$ cat config.mk
export PLATFORM = sky130hd
export DESIGN_NAME = fib_req_sched
export DESIGN_NICKNAME = d
export VERILOG_FILES = /design/src/rtl/fib_req_sched.sv
export SDC_FILE = /design/constraint.sdc
export NUM_CORES = 1
export LEC_CHECK = 0
export ABC_AREA = 1
export BUFFER_PORTS_ARGS = -buffer_cell sky130_fd_sc_hd__buf_2
export CAP_MARGIN = 20
export CORE_MARGIN = 2
export CORE_UTILIZATION = 43
export CTS_CLUSTER_SIZE = 25
export DETAILED_ROUTE_END_ITERATION = 8
export PLACE_DENSITY = 0.76
export SLEW_MARGIN = 20
export SYNTH_ARGS = -nofsm -noshare
export SYNTH_HDL_FRONTEND = slang
export SYNTH_SLANG_ARGS = --single-unit
$ cat constraint.sdc
create_clock -name clk -period 1.7 [get_ports clk]
set_input_delay 0.34 -clock clk [delete_from_list [all_inputs] [get_ports clk]]
set_output_delay 0.34 -clock clk [all_outputs]
set_load 0.01 [all_outputs]
$ cat src/rtl/fib_req_sched.sv
// Round-robin scheduler sharing one Fibonacci core between NUM_REQ requesters.
// Handshake: a requester holds req/req_n until its one-cycle ack; the result returns later on a one-cycle resp_valid pulse.
module fib_req_sched #(
   parameter int NUM_REQ      = 4,
   parameter int INPUT_WIDTH  = 6,
   parameter int OUTPUT_WIDTH = 32
) (
   input  logic                           clk,
   input  logic                           rst,
   input  logic [NUM_REQ-1:0]             req,
   input  logic [NUM_REQ*INPUT_WIDTH-1:0] req_n,
   output logic [NUM_REQ-1:0]             ack,
   output logic [NUM_REQ-1:0]             resp_valid,
   output logic [OUTPUT_WIDTH-1:0]        resp_result,
   output logic                           resp_overflow,
   output logic                           busy,
   output logic                           fib_go,
   output logic [INPUT_WIDTH-1:0]         fib_n,
   input  logic [OUTPUT_WIDTH-1:0]        fib_result,
   input  logic                           fib_overflow,
   input  logic                           fib_done,
   output logic [2:0]                     dbg_state
);

   localparam int IDX_W = (NUM_REQ > 1) ? $clog2(NUM_REQ) : 1;
   localparam logic [NUM_REQ-1:0] ONE_HOT0 = NUM_REQ'(1);

   typedef enum logic [2:0] {
      IDLE      = 3'd0,
      ISSUE     = 3'd1,
      WAIT_CLR  = 3'd2,
      WAIT_DONE = 3'd3,
      RESP      = 3'd4
   } state_t;

   state_t                 state, state_nx;
   logic [IDX_W-1:0]       rr_ptr, grant_idx, pick_idx;
   logic                   pick_valid;
   logic [INPUT_WIDTH-1:0] n_lat;

   assign fib_n     = n_lat;
   assign dbg_state = state;

   // First set request at or above rr_ptr, wrapping around.
   always_comb begin
      int cand;
      cand       = 0;
      pick_valid = 1'b0;
      pick_idx   = '0;
      for (int k = 0; k < NUM_REQ; k++) begin
         cand = int'(rr_ptr) + k;
         if (cand >= NUM_REQ) cand = cand - NUM_REQ;
         if (!pick_valid && req[cand]) begin
            pick_valid = 1'b1;
            pick_idx   = IDX_W'(cand);
         end
      end
   end

   always_comb begin
      state_nx = state;
      case (state)
         IDLE:      if (pick_valid) state_nx = ISSUE;
         ISSUE:     state_nx = WAIT_CLR;
         WAIT_CLR:  if (!fib_done) state_nx = WAIT_DONE;
         WAIT_DONE: if (fib_done) state_nx = RESP;
         RESP:      state_nx = IDLE;
         default:   state_nx = IDLE;
      endcase
   end

   // Outputs are registered from the next state so they line up with it.
   always_ff @(posedge clk or posedge rst) begin
      if (rst) begin
         state         <= IDLE;
         rr_ptr        <= '0;
         grant_idx     <= '0;
         n_lat         <= '0;
         ack           <= '0;
         resp_valid    <= '0;
         resp_result   <= '0;
         resp_overflow <= 1'b0;
         busy          <= 1'b0;
         fib_go        <= 1'b0;
      end else begin
         state      <= state_nx;
         fib_go     <= (state_nx == ISSUE);
         busy       <= (state_nx != IDLE);
         ack        <= '0;
         resp_valid <= '0;
         if (state == IDLE && pick_valid) begin
            grant_idx <= pick_idx;
            n_lat     <= req_n[pick_idx*INPUT_WIDTH +: INPUT_WIDTH];
            ack       <= ONE_HOT0 << pick_idx;
         end
         if (state == WAIT_DONE && fib_done) begin
            resp_result   <= fib_result;
            resp_overflow <= fib_overflow;
            resp_valid    <= ONE_HOT0 << grant_idx;
         end
         if (state == RESP) begin
            if (int'(grant_idx) == NUM_REQ - 1) rr_ptr <= '0;
            else                                 rr_ptr <= grant_idx + 1'b1;
         end
      end
   end

endmodule
**After elaboration in Yosys (flattened, before gate mapping)**

Cells that the tools add are included.

- $add $sub $neg: 8
- Multipliers: 1
- $lt $le $gt $ge: 8
- Eq/ne operators: 6
- Shift-type cells: 3
- Multiplexer cells: 31
- Reductions and logical operators: 10

Operators with widths:

| kind | count |
|---|---|
| less-than comparator 32 x 4 -> 1 bit, second input constant | 4 |
| 2-to-1 mux 32 bit | 4 |
| indexed part select 24 x 6 -> 6 bit | 1 |
| 2-to-1 mux 1 bit | 12 |
| case mux 3 bit (4 select lines) | 1 |
| subtractor 3 x 3 -> 4 bit, second input constant | 3 |
| 2-to-1 mux 2 bit | 5 |
| >= comparator 3 bit, second input constant | 3 |
| 2-to-1 mux 3 bit | 3 |
| binary-select mux 1 bit (select 2 bit) | 4 |
| 2-to-1 mux 4 bit | 2 |
| << shifter 1 x 2 -> 4 bit, first input constant | 2 |
| adder 2 x 2 -> 3 bit, second input constant | 2 |
| equality test 3 x 1 -> 1 bit, second input constant | 2 |
| equality test 3 x 2 -> 1 bit, second input constant | 2 |
| logical AND 1 bit | 5 |
| multiplier 2 x 2 -> 4 bit, second input constant | 1 |
| subtractor 2 x 3 -> 4 bit, second input constant | 1 |
| adder 2 x 1 -> 3 bit, second input constant | 1 |
| equality test 3 bit, second input constant | 1 |
| >= comparator 2 x 3 -> 1 bit, second input constant | 1 |
| logical NOT 1 bit | 3 |
| logical NOT 3 bit | 1 |
| nonzero test 3 bit | 1 |
| other kinds (2) | 2 |

- Register bits after elaboration: 56
- Input bits: 64

**Depth between registers and ports, before layout**

- Depth after elaboration: 18
- Gate-level depth with buffers: 15
- Mapped depth without buffers: 14

**Worst setup path before layout**

Ideal clock, no wire load.

- Kind: flip-flop to flip-flop
- Start: reg rr_ptr[0]
- End: reg busy
- Arrival: 1.520 ns
- Data required time: 1.576 ns
- Path slack: 0.056 ns
- Cell stages (with the launch flop): 13
- Period minus slack after synthesis: 1.644 ns
- Cell sequence: dfrtp_1 > buf_6 > inv_6 > nand2_2 > nand3_1 > nand2_2 > nor2_8 > nand3_4 > nand2_4 > buf_8 > inv_4 > a31oi_4 > o21ai_2

- Longest elaborated chain between the ends: 18
- Elaborated cells between the ends (all ways): 40

RTL lines:

| element | RTL line | RTL |
|---|---|---|
| start: declaration | 37 | `logic [IDX_W-1:0] rr_ptr, grant_idx, pick_idx;` |
| start signal: assignment | 103 | `else rr_ptr <= grant_idx + 1'b1;` |
| branches (longest 14 deep; another with subtractor 3 x 3 -> 4 bit) | n/a |  |
| 2-to-1 mux 1 bit (*) | 53 | `if (!pick_valid && req[cand]) begin` |
| 2-to-1 mux 3 bit (*) | 63 | `IDLE: if (pick_valid) state_nx = ISSUE;` |
| case mux 3 bit (4 select lines) (*) | 62 | `case (state)` |
| nonzero test 3 bit (*) | 88 | `busy <= (state_nx != IDLE);` |
| end signal: assignment | 88 |  |
| end: declaration | 16 | `output logic busy,` |

Every way passes the cells marked *. The select of a mux whose other input is x is not followed.
A chain may end at the register's enable or synchronous reset.

**Final worst setup path**

Same ends and word-level chain as after synthesis.

==> summary by stage <==
Status
The run finished, with violations left. The checks that failed: negative setup slack.

Setup path
The critical path is of the reg -> reg type. STA puts the critical path data required time at between 1.5 and 2 ns. The worst setup path is captured at a register.

Along the worst path, the maximum fanout reaches 10. The worst endpoint data arrival time is 1.93 ns. The worst setup path is launched from a register.

Place
Routability-driven placement finished with a final weighted congestion of between 0.8 and 0.9. The HPWL after detailed placement is ~4800 um. Counting tap cells, the placed design contains a total of around 540 instances.

Summing all placed instances gives a cell area of about 3500 sq um. The minimum setup slack after placement is -0.0585 ns. The number of port buffers is between 100 and 150.

Route
For this block, the via count after detailed routing is ~2500. The mean routed wirelength per cell is between 10 and 15 um. The total iterations of the first detailed-routing run is 4. The iteration-0 DRC count of the detailed router is 97. The via density per instance is ~4.6. In this run the remaining antenna-violating nets after routing total 0. Wires add up to 6460 um. For this run, design rule violations remaining after detail routing come to 0.

Finish
The filler-free cell count of the finished design is between 500 and 600. The total inserted antenna cells is 0. The post-layout instance area is 3710 sq um.

Compared with the post-synthesis result, the final layout area differs by 36.0%. The filler cell count in the final layout is about 570. The layout cell share with drive strength beyond 1 is a little over two fifths.

For this run, the post-layout net count is between 500 and 600.

CTS
The H-tree was split into 2 levels. TritonCTS built the clock tree. The clock edge transition at the registers on the reported setup and hold paths is roughly 0.090 ns. At the later pin of the worst-skew pair, clock insertion delay measures about 0.30 ns.

The TritonCTS sink count is 56. The clock buffer count from CTS is 5. The maximum count of clock buffers along a single path is 2. The master cell of the clock root buffer is clkbuf_8.

Synth
Yosys mapped the design onto 28 distinct sky130hd cell types. After technology mapping, the gate count stands at 340. When the netlist entered floorplanning its net count stood at just over 400.

During synthesis, Yosys emitted a total of 0 warnings. The mean cell area of the mapped netlist is roughly 8 sq um. The primary flip-flop cell chosen by synthesis mapping is dfrtp_1. The fraction of synthesis flops using an asynchronous set or reset pin is 100%.

The cell area after synthesis is about 2700 sq um. The count of flip-flops with a built-in enable after synthesis is 0. After synthesis, flip-flops and latches occupy ~51% of the total area. Counting flops and latches in the post-synthesis netlist gives 56.

Timing
The final setup violation count is 8. Setup repair after global routing could not meet its margin everywhere. The final count of hold timing violations is 0.

Based on the critical path, the design can be clocked at up to between 0.5 and 0.6 GHz. The worst max-slew margin expressed relative to the limit is between 70% and 80%. The worst clock skew is approximately 0.007 ns. The final max-slew violation count came to 0. The worst-case setup margin in the final layout is -0.0333 ns. The ratio of final minimum period to clock period is 102%. The tightest hold path in the finished design has a slack of ~0.092 ns. For the pin with the worst max-slew slack, the measured transition is roughly 0.37 ns.

The minimum period implied by the final worst setup slack is 1.73 ns.

Floorplanning
From bottom edge to top edge, the die measures between 80 and 90 um. During I/O placement, the number of pins put on the boundary was ~120. The full die area is between 6000 and 7000 sq um. The initial core utilization is a little over two fifths. The width of the die is approximately 84 um.

The floorplan row count is 29. In this run the standard cell core region covers approximately 6200 sq um.

Hold path
In this run the worst hold path is classified as in -> async.

Pwr
Across the VDD grid, the largest voltage drop is around 0.0014 V. Power spread over the standard cell area amounts to 1910 nW/um^2. For this design the static power due to leakage is 2.19 nW. The final total power is between 0.007 and 0.008 W.

GRT
The largest net degree at the start of global routing is 57. The overall global routing resource usage is a little under a fifth. The total overflow left after global routing is 0. The number of antenna violations at the first check in global routing is 0. The number of global-route vias before repair is roughly 2400. The first global-routing pass estimated 10600 um of wire.

Job
Across the run, the number of max-cap violations was 0.
worst paths after layout:
path	from	endpoint	slack, ns	depth (start not counted)
worst max-delay path	rr_ptr[0]$_DFFE_PP0N_	busy$_DFF_PP0_	-0.03	12
worst min-delay path	rst	resp_result[19]$_DFFE_PP0P_	0.09	3
worst max register to register	rr_ptr[0]$_DFFE_PP0N_	busy$_DFF_PP0_	-0.03	12
worst min register to register	resp_result[8]$_DFFE_PP0P_	resp_result[8]$_DFFE_PP0P_	0.48	2
max in group asynchronous	rst	resp_valid[3]$_DFF_PP0_	1.36	3
min in group clk	fib_result[7]	resp_result[7]$_DFFE_PP0P_	0.22	3
metrics by stage:
stage | TNS [ns] | util [%]
global placement | 0 | 56.1
finish | -0.0938 | 59.4
detailed placement | -0.257 | 56.1
CTS | -0.102 | 57.9
global route | -1.74 | 59.4
floorplan | 0 | -
worst max-delay path, stage by stage (launching register included):
cell	delay, ns
dfrtp_1	0.41
buf_12	0.15
inv_8	0.07
nand2_2	0.08
nand3_4	0.08
nand2_4	0.08
nor2_8	0.14
nand3_4	0.10
buf_12	0.14
nand2_8	0.10
inv_4	0.05
a31oi_4	0.15
o21ai_2	0.07
registers in the layout (all words and copies together), names as in the netlist:
name	cells
resp_valid	4
fib_n	6
ack	4
grant_idx	2
dbg_state	3
fib_go	1
resp_result	32
busy	1
resp_overflow	1
rr_ptr	2
cell families (layout without fill, tap and decap cells):
family | count (synthesis) | after routing | share of synthesized area, %
buffers and inverters | 42 | 175 | 7.16
and+or+nand+nor | 231 | 231 | 37.6
adders and majority gates | 4 | 4 | 1.83
DFF | 56 | 56 | 51.4
AOI/OAI and AO/OA | 7 | 7 | 2.02
cell usage after synthesis, drive strengths merged (2+ instances only):
master	n	area (sq um)
ha	4	50.1
clkbuf	4	15.0
o21ai	6	33.8
nand4	2	12.5
nor3	2	10.0
buf	6	52.6
dfrtp	56	1400
nand3	18	125
nor2	14	81.3
nand2	194	791
inv	31	124
layer usage:
metal	vias up	share of wire [%]	track usage, %
met5	-	0	0
met4	0	1.2	5.57
met3	6	5.9	5.24
met2	78	51	32.1
met1	1150	42	21.7
li1	1286	-	-
area by class of cell:
class	instances	area, sq um	area share [%]
flip-flops and latches	56	1400	37.8
multi-input cells	242	1200	32.4
repair buffers	136	783	21.1
inverters	32	134	3.61
well taps	77	96.3	2.60
clock buffers	6	82.6	2.23
clock inverters	1	8.76	0.236
cell usage in the layout (no fill, tap or decap), types with 2 or more instances in the layout:
cell type / count
nand2_2: 24
nand3_1: 12
o21ai_2: 2
buf_12: 4
inv_1: 20
nand3_2: 3
buf_2: 115
nand2_1: 166
inv_2: 8
nand3_4: 3
nor2_4: 2
buf_4: 17
clkbuf_8: 6
nor2_1: 9
ha_1: 4
o21ai_0: 3
nand2_4: 3
dfrtp_1: 55
nor2_2: 2
nand4_1: 2
timing repair:
action                     4_1_cts  5_1_grt
gates resized for setup          5       17
setup buffers                    0        4
hold endpoints to repair         0        0
pin swaps                        2        7
setup endpoints to repair       11       14
hold buffers                     0        0
power breakdown:
| part | leakage [nW] | internal [W] | total (W) | switching, W |
|---|---|---|---|---|
| logic | 1.43 | 0.00171 | 0.00413 | 0.00242 |
| registers | 0.709 | 0.00190 | 0.00221 | 0.000320 |
| clock network | 0.0473 | 0.000326 | 0.000740 | 0.000414 |
| total | 2.19 | 0.00393 | 0.00709 | 0.00316 |
(Power assumes the default switching activity.)
